--- config.mk ---
export PLATFORM = sky130hd
export DESIGN_NAME = digit_scan
export DESIGN_NICKNAME = d
export VERILOG_FILES = /design/src/rtl/digit_scan.sv
export SDC_FILE = /design/constraint.sdc
export NUM_CORES = 1
export LEC_CHECK = 0
export BUFFER_PORTS_ARGS = -buffer_cell sky130_fd_sc_hd__clkbuf_2
export CAP_MARGIN = 40
export CORE_MARGIN = 4
export CORE_UTILIZATION = 40
export CTS_CLUSTER_SIZE = 14
export DETAILED_ROUTE_END_ITERATION = 10
export PLACE_DENSITY = 0.65
export SLEW_MARGIN = 25
export SYNTH_ARGS = -nofsm -noshare
export SYNTH_HDL_FRONTEND = slang
export SYNTH_SLANG_ARGS = --single-unit
--- constraint.sdc ---
create_clock -name clk -period 1.82 [get_ports clk]
set_input_delay 0.091 -clock clk [delete_from_list [all_inputs] [get_ports clk]]
set_output_delay 0.091 -clock clk [all_outputs]
set_load 0.03 [all_outputs]
--- src/rtl/digit_scan.sv ---
// digit_scan: time-multiplexed seven-segment digit scanner with tear-free frame swap.
// Optional leading-zero blanking is enabled by defining LEADING_ZERO_BLANK_EN.
module digit_scan #(
  parameter int NUM_DIGITS = 4,
  parameter int PRESCALE   = 1000
) (
  input  logic                    clk,
  input  logic                    rst,
  input  logic                    in_valid,
  input  logic [6*NUM_DIGITS-1:0] in_data,
  output logic                    in_ready,
  output logic [5:0]              binary,
  output logic [NUM_DIGITS-1:0]   digit_en,
  output logic                    frame_start
);

  localparam int CW = $clog2(PRESCALE);
  localparam int IW = $clog2(NUM_DIGITS);
  localparam int FW = 6 * NUM_DIGITS;

  logic [CW-1:0] cnt_q, cnt_d;
  logic [IW-1:0] idx_q, idx_d;
  logic [FW-1:0] disp_q, disp_d;
  logic [FW-1:0] pend_q, pend_d;
  logic          pflag_q, pflag_d;
  logic          tick;
  logic          last;
  logic [5:0]    code;

  assign tick        = (cnt_q == CW'(PRESCALE - 1));
  assign last        = (idx_q == IW'(NUM_DIGITS - 1));
  assign frame_start = tick & last;
  assign in_ready    = ~pflag_q;

  always_comb begin
    cnt_d   = cnt_q + 1'b1;
    idx_d   = idx_q;
    disp_d  = disp_q;
    pend_d  = pend_q;
    pflag_d = pflag_q;
    if (tick) begin
      cnt_d = '0;
      idx_d = last ? '0 : idx_q + 1'b1;
    end
    // Swap only at the frame boundary so the display never tears.
    if (frame_start && pflag_q) begin
      disp_d  = pend_q;
      pflag_d = 1'b0;
    end else if (in_valid && !pflag_q) begin
      pend_d  = in_data;
      pflag_d = 1'b1;
    end
  end

  always_ff @(posedge clk) begin
    if (rst) begin
      cnt_q   <= '0;
      idx_q   <= '0;
      disp_q  <= {NUM_DIGITS{6'd63}};
      pend_q  <= '0;
      pflag_q <= 1'b0;
    end else begin
      cnt_q   <= cnt_d;
      idx_q   <= idx_d;
      disp_q  <= disp_d;
      pend_q  <= pend_d;
      pflag_q <= pflag_d;
    end
  end

  assign digit_en = NUM_DIGITS'(1) << idx_q;
  assign code     = disp_q[6*idx_q +: 6];

`ifdef LEADING_ZERO_BLANK_EN
  logic [NUM_DIGITS-1:0] blank;
  logic                  hz;

  // Walk down from the MSD; a digit blanks while everything above is zero.
  always_comb begin
    hz    = 1'b1;
    blank = '0;
    for (int i = NUM_DIGITS - 1; i >= 1; i--) begin
      hz       = hz && (disp_q[6*i +: 6] == 6'd0);
      blank[i] = hz;
    end
  end

  assign binary = blank[idx_q] ? 6'd63 : code;
`else
  assign binary = code;
`endif

endmodule

==> metrics, run 1 <==
status finished clean; global routing usage on met2 25.65%; Slew Viols, Final 0; max incr delay on CP 0.35 ns; Critical Path Source Type register; CTS Buf Count 9; Slew @ Worst Pin 0.5178 ns; Final Critical Period 1.707 ns; Finished Cell Area 3358 um2; worst hold stages 3; Hold EP pend_q[21]; R2R Path Start cnt_q[0]; RSZ-0062 raised after global routing false; Worst EP arrival 1.62 ns; Die Wd 89.11 um; register area share after synthesis 46.41%; Design Power 2.968 mW; die area 7940 um2; Max-cap violations 0; number of cell rows 29; total of fill cells in the finished design 635; vias in the first global route 2089; first-pass GRT wire length 9.370 mm; Placer Congestion 0.8290; vias 2168; clk sinks 61; I/O Buffers 38; met1 Use GR 18.33%; cells after synthesis 294; WL per Instance 12.56 um; Register Area 1221 um2; drt first pass iters 4; Worst Hold Slack 0.01034 ns; Synth Register Bits 61; pin count of the biggest net entering global routing 55; Multi-input gate area 1308 um2; Worst-path clk slew 0.06 ns; Primary FF master, synth dfxtp_1; worst-path cell with the longest stage delay dfxtp_1; cells along the critical path ha_2 -> nand4bb_4 -> nor3_2 -> and2_1 -> clkbuf_2; Total Routing Usage GR 15.15%; R2R Path End disp_q[18]; layout cell share with drive strength beyond 1 21.17%; fmax 585.9 MHz; Post-synth ARST share 0%; HPWL Detailed 3.780 mm; vias per std cell 4.972; # nets final 386; Congestion Overflow GR 0; HP Class in -> reg; Initial Util 41.20%; core area 6386 um2; post-CTS setup buffers 0; dpl cell area 2895 um2; CTS H-tree lvls 3; Post-synth EDFFs 0; number of I/O pins 39; DIE HEIGHT 89.11 um; average cell area after synthesis 8.950 um2; Critical Path End Type output port; worst-path maximum fanout 5; count of cell types in the netlist 37; fin crit share 93.77%; GR Util met3 5.069%; Worst VDD drop 0.0006267 V; synthesized cell area 2631 um2; skew final 0.005458 ns; leakage power 1.276 nW; CTS tree done; Iter 0 DRT Violations 89; reg2reg path depth 5; pwr/cell area 883.7 nW/um2; hold_sp in_data[21]; Crit Path Class reg -> out; Routed Wire Length 5.476 mm; Syn. warnings 0; Synth-to-Final Area Change 27.63%; CTS Root Cell clkbuf_8; Slew headroom 65.48%; CP required 1.73 ns; initial antenna violation count 0; worst reg-to-reg setup slack 0.21 ns; syn_nets 326; final setup vio count 0; most used routing layer met2; Antenna Violating Nets Remaining 0; setup_tns 0 ns; drc violations 0; CTS max path bufs 2; Final Hold Viols 0; worst skew pair latency 0.33 ns; number of diodes 0
==> placed cells by master (no fill, tap or decap), types with 4 or more instances in the layout <==
cell and n:
a21oi_1 27, ha_1 4, dfxtp_1 61, dlygate4sd3_1 23, mux2i_1 24, inv_1 5, nor2_1 55, clkbuf_8 11
clkbuf_2 38, nand2_1 52, mux4_2 6, buf_4 6
==> cell usage after synthesis, drive strengths merged, types with 2 or more instances <==
| cell type | n | area (um2) |
|---|---|---|
| and2 | 2 | 13.77 |
| mux2i | 24 | 240.2 |
| nand4bb | 2 | 38.79 |
| nor3 | 3 | 15.01 |
| or3 | 3 | 18.77 |
| a31oi | 2 | 12.51 |
| dfxtp | 61 | 1221 |
| xor2 | 2 | 17.52 |
| nand4 | 4 | 40.04 |
| o211ai | 2 | 15.01 |
| nor2 | 55 | 206.5 |
| inv | 6 | 22.52 |
| mux4 | 6 | 135.1 |
| a21oi | 27 | 135.1 |
| o31ai | 3 | 22.52 |
| o21ai | 2 | 10.01 |
| clkbuf | 13 | 48.80 |
| buf | 6 | 41.28 |
| nand2 | 52 | 195.2 |
| nand2b | 2 | 12.51 |
| nand3 | 3 | 15.01 |
| ha | 5 | 62.56 |
==> power by group <==
part / leakage, nW / switching (mW) / internal, mW
clock network: 0.116 / 0.502 / 0.842
registers: 0.497 / 0.0318 / 1.38
logic: 0.663 / 0.112 / 0.104
total: 1.28 / 0.645 / 2.32
==> critical path, delay by kind of cell, from the launching register on <==
kind | cells | cell delay, ns
simple gates | 3 | 0.48
flops | 1 | 0.35
fa+ha+maj | 1 | 0.26
buf+inv | 1 | 0.20
==> worst max-delay path by stage <==
stage / start / to / slack (ns) / cells after the start
after floorplan: idx_q[0] / disp_q[10] / 0.09 / 5
after global placement: cnt_q[0] / disp_q[11] / 0.23 / 5
after detailed placement: cnt_q[0] / disp_q[18] / 0.17 / 5
after CTS: cnt_q[0] / frame_start / 0.02 / 5
after global routing: cnt_q[0] / frame_start / 0.01 / 5
final: cnt_q[0] / frame_start / 0.11 / 5
==> cell families (layout without fill, tap and decap cells) <==
group	Yosys count	count (layout)	share of synthesized area (%)
AOI/OAI and AO/OA	38	38	8.131
xor gates and xnor gates	3	3	0.9988
adders and majority gates	5	5	2.378
buffers and inverters	25	90	4.279
DFF	61	61	46.41
muxes	30	30	14.27
and+or+nand+nor	132	132	23.54
==> final cells by class <==
| class | count | area share (%) |
|---|---|---|
| well taps | 77 | 2.869 |
| clock inverters | 4 | 2.086 |
| clock buffers | 12 | 4.620 |
| multi-input cells | 208 | 38.93 |
| inverters | 6 | 0.6706 |
| flip-flops and latches | 61 | 36.36 |
| repair buffers | 68 | 14.46 |
==> state kept, by name, summed over array words and instances (netlist names) <==
register	flops
pend_q	24
disp_q	24
idx_q	2
cnt_q	10
pflag_q	1
==> routing by layer <==
metal	wire length [um]	part of all wire, %
met1	2436	44
met2	2720	50
met3	248	4.5
met4	71	1.3
met5	0	0
==> metrics by stage <==
| stage | std cells | utilization [%] | worst slack, ns |
|---|---|---|---|
| after floorplan | 294 | - | 0.09462 |
| after global placement | 397 | 45.34 | 0.2344 |
| after detailed placement | 397 | 45.34 | 0.1685 |
| after CTS | 436 | 52.51 | 0.01832 |
| after global routing | 436 | 52.59 | 0.01200 |
| final | 436 | 52.59 | 0.1134 |
==> repair_timing <==
action,CTS,global route
resized for setup,1,1
endpoints found under the setup margin,1,1
endpoints found under the hold margin,23,0
hold buffers,23,0
Note: power is estimated with default switching activity, not from simulation.
==> run 2: changes to the inputs <==
Settings changed: CTS_BUF_LIST from default to sky130_fd_sc_hd__clkbuf_8.
==> metrics, run 2 (synthesis gave the netlist of run 1 again) <==
Initial Util 41.20%; Antenna Violating Nets Remaining 0; leakage power 1.280 nW; Worst Hold Slack 0.01034 ns; number of cell rows 29; Worst-path clk slew 0.06 ns; post-CTS setup buffers 0; I/O Buffers 38; fmax 586.0 MHz; pwr/cell area 882.0 nW/um2; first-pass GRT wire length 9.370 mm; Critical Path End Type output port; core area 6386 um2; max incr delay on CP 0.35 ns; die area 7940 um2; number of diodes 0; cells along the critical path ha_2 -> nand4bb_4 -> nor3_2 -> and2_1 -> clkbuf_2; CTS Buf Count 9; CTS max path bufs 2; worst skew pair latency 0.33 ns; Final Hold Viols 0; Slew @ Worst Pin 0.5149 ns; worst hold stages 3; Die Wd 89.11 um; Worst EP arrival 1.62 ns; commonest non-fill, non-tap cell in the layout dfxtp_1; RSZ-0062 raised after global routing false; # nets final 386; worst-path cell with the longest stage delay dfxtp_1; reg2reg path depth 5; HPWL Detailed 3.780 mm; setup_tns 0 ns; most frequent cells in the layout dfxtp_1 (61), nor2_1 (55), nand2_1 (52); Total Routing Usage GR 15.15%; layout cell share with drive strength beyond 1 21.17%; Critical Path Source Type register; HP Class in -> reg; Iter 0 DRT Violations 91; initial antenna violation count 0; CP required 1.73 ns; Congestion Overflow GR 0; DIE HEIGHT 89.11 um; Placer Congestion 0.8290; skew final 0.005517 ns; CP Depth 5; CTS H-tree lvls 3; Largest regs disp_q: 24 flops, pend_q: 24 flops, cnt_q: 10 flops; Routed Wire Length 5.475 mm; CTS tree done; Worst VDD drop 0.0006268 V; final setup vio count 0; CTS Root Cell clkbuf_8; fin crit share 93.77%; vias 2164; pin count of the biggest net entering global routing 55; worst-path maximum fanout 5; vias per std cell 4.963; WL per Instance 12.56 um; status finished clean; drt first pass iters 4; Crit Path Class reg -> out; drc violations 0; Final Critical Period 1.707 ns; Synth-to-Final Area Change 27.63%; WP buf/inv 1; clk sinks 61; Slew Viols, Final 0; number of I/O pins 39; Max-cap violations 0; Crit path max-delay family simple AND/OR/NAND/NOR gates; Slew headroom 65.67%; vias in the first global route 2089
==> run 2: changes by cell type in the layout (fill, tap and decap cells not counted), sizes merged <==
| cell | previous run | this run |
|---|---|---|
| clkbuf | 50 | 49 |
| inv | 6 | 7 |
==> run 2: final cells by class <==
type                    count  area [um2]
fillers                   635        3028
multi-input cells         208        1308
flip-flops and latches     61        1221
repair buffers             68       485.5
clock buffers              11       151.4
well taps                  77       96.34
clock inverters             5       73.82
inverters                   6       22.52
==> run 2: routing by layer <==
metal,vias up,global-route usage (%),wire length [um]
met5,-,0,0
met4,0,4.330,71
met3,10,5.069,248
met2,38,25.65,2719
met1,1005,18.33,2436
li1,1111,-,-
==> run 2: worst min-delay path: cells and delay by family <==
| family | cells | cell delay, ns |
|---|---|---|
| AND/OR/NAND/NOR | 1 | 0.05 |
| buffers and inverters | 1 | 0.08 |
| AO/OA/AOI/OAI | 1 | 0.06 |
==> run 2: timing repair <==
item | CTS | global route
resized for setup | 1 | 1
hold buffers | 23 | 0
setup endpoints to repair | 1 | 1
pin swaps | 0 | 0
hold endpoints to repair | 23 | 0
==> run 2: through the flow <==
stage	instances	utilization (%)	setup slack, ns	power [mW]	instance area (um2)
after global routing	436	52.59	0.01200	3.100	3358
after global placement	397	45.34	0.2344	1.615	2895
after floorplan	294	-	0.09462	1.553	2631
after detailed placement	397	45.34	0.1685	1.619	2895
after CTS	436	52.51	0.01832	3.001	3353
final	436	52.59	0.1135	2.962	3358
==> run 2: power by group <==
group	internal, mW	switching [mW]	leakage (nW)
logic	0.104	0.112	0.663
clock network	0.836	0.502	0.121
registers	1.38	0.0319	0.497
total	2.32	0.645	1.28
==> run 2: worst paths after layout <==
path | start | slack (ns) | end
max reg2reg | cnt_q[0] | 0.21 | disp_q[18]
min reg2reg | cnt_q[0] | 0.45 | cnt_q[0]
max | cnt_q[0] | 0.11 | frame_start
min | in_data[21] | 0.01 | pend_q[21]
==> run 3: changes to the inputs <==
Settings changed: ABC_AREA from default to 1, CAP_MARGIN 40 to 30.
==> metrics, run 3 <==
setup_tns 0 ns; number of cell rows 29; met3 wire len 278 um; most frequent cells in the layout nor2_1 (80), dfxtp_1 (59), o21ai_0 (39); I/O Buffers 38; Routed Wire Length 5.620 mm; Iter 0 DRT Violations 151; Antenna Violating Nets Remaining 0; # nets final 396; Slew Viols, Final 0; pwr/cell area 900.6 nW/um2; Largest regs disp_q: 24 flops, pend_q: 24 flops, cnt_q: 10 flops; Post-synth top cells nor2_1 (80), dfxtp_1 (61), o21ai_0 (39); worst-path maximum fanout 4; vias 2244; drc violations 0; Worst VDD drop 0.0004561 V; synthesized cell area 2582 um2; largest cells by area after synthesis dfxtp_1 (47%), nor2_1 (12%), o21ai_0 (7.6%); Synth-to-Final Area Change 15.99%; cells after synthesis 325; count of cell types in the netlist 24; Syn. warnings 0; Primary FF master, synth dfxtp_1; status finished clean; number of diodes 0; Initial Util 40.90%; DIE HEIGHT 88.35 um; CP required 1.73 ns; initial antenna violation count 0; syn_nets 357; Final Hold Viols 0; clk sinks 61; leading area contributor after synthesis dfxtp_1; skew final 0.007376 ns; Congestion Overflow GR 0; CTS Root Cell clkbuf_8; final core occ 47.44%; Total Routing Usage GR 15.62%; CTS max path bufs 2; core area 6314 um2; Final Non-Filler Cells 444; WL per Instance 12.66 um; Worst-path clk slew 0.06 ns; average cell area after synthesis 7.946 um2; HPWL Detailed 3.970 mm; Crit Path Class reg -> out; final setup vio count 0; Worst Hold Slack 0.01922 ns; first-pass GRT wire length 9.577 mm; commonest non-fill, non-tap cell in the layout nor2_1; leakage power 1.336 nW; Final Critical Period 1.697 ns; Critical Path End Type output port; register area share after synthesis 47.29%; drt first pass iters 4; CTS tree done; vias in the first global route 2058; CTS Buf Count 9; most frequent cell after synthesis nor2_1; DR WL met2 2.656 mm; fmax 589.1 MHz; Synth Register Bits 61; Slew @ Worst Pin 0.7358 ns; Post-synth ARST share 0%; Post-Place Cells 428; RSZ-0062 raised after global routing false; Post-synth EDFFs 0; pin count of the biggest net entering global routing 42; HP Class in -> reg; top sig layer met4; vias per std cell 5.054; M1 WL 2.614 mm; worst reg-to-reg setup slack 0.25 ns; Slew headroom 50.90%; worst skew pair latency 0.33 ns; Die Wd 88.35 um; total of fill cells in the finished design 674; Critical Path Source Type register; Max-cap violations 0; die area 7806 um2; Worst EP arrival 1.61 ns; share of the synthesized area in the top cell type 47.29%; fin crit share 93.27%; Design Power 2.698 mW; layout cell share with drive strength beyond 1 19.07%; Placer Congestion 0.7825; number of I/O pins 39; CTS H-tree lvls 3
-- run 3: metal layers --
layer,up-vias,GRT usage [%]
li1,1168,-
met4,0,5.495
met3,6,5.214
met1,1025,20.61
met5,-,0
met2,45,23.93
-- run 3: final cells by class --
cell class | count | area, um2 | share of cell area (%)
Clock buffer | 10 | 137.6 | 4.595
Clock inverter | 4 | 42.54 | 1.420
Inverter | 13 | 48.80 | 1.629
Multi-Input combinational cell | 229 | 1132 | 37.80
Sequential cell | 61 | 1224 | 40.85
Tap cell | 77 | 96.34 | 3.216
Timing Repair Buffer | 50 | 314.1 | 10.48
-- run 3: final timing paths --
path / from / endpoint / cells after the start
min: in_data[5] / pend_q[5] / 3
max: cnt_q[0] / frame_start / 9
max reg2reg: cnt_q[0] / cnt_q[9] / 10
min reg2reg: disp_q[13] / disp_q[13] / 2
-- run 3: cells by family after synthesis --
kind of cell / after synthesis / synth area share, %
buf+inv: 35 / 9.544
fa+ha+maj: 5 / 2.422
compound gates: 47 / 9.400
xor+xnor: 6 / 2.035
flops: 61 / 47.29
simple gates: 171 / 29.31
-- run 3: timing repair --
item                       in CTS  in global routing
pin swaps                       1                  1
setup endpoints to repair       1                  1
hold buffers                    1                  0
hold endpoints to repair        1                  0
gates resized for setup         4                  5
setup buffers                   1                  0
-- run 3: stage by stage --
| step | worst slack [ns] | cell area (um2) |
|---|---|---|
| detailed placement | 0.2063 | 2771 |
| finish | 0.1225 | 2995 |
| global route | 0.003097 | 2995 |
| global placement | 0.2595 | 2771 |
| floorplan | 0.2855 | 2582 |
| CTS | 0.02030 | 2980 |
-- run 3: power breakdown --
part	total [mW]	internal [mW]	switching (mW)
clock network	1.12	0.642	0.474
registers	1.42	1.39	0.0302
logic	0.166	0.0669	0.0993
-- run 3: critical path, stage by stage (launching register included) --
cell and delay [ns]:
dfxtp_2 0.37, ha_4 0.15, nand2_2 0.07, nor2_1 0.10, nand2_1 0.09, nor2_4 0.11, buf_4 0.12, nand2_1 0.06
inv_2 0.08, buf_6 0.13
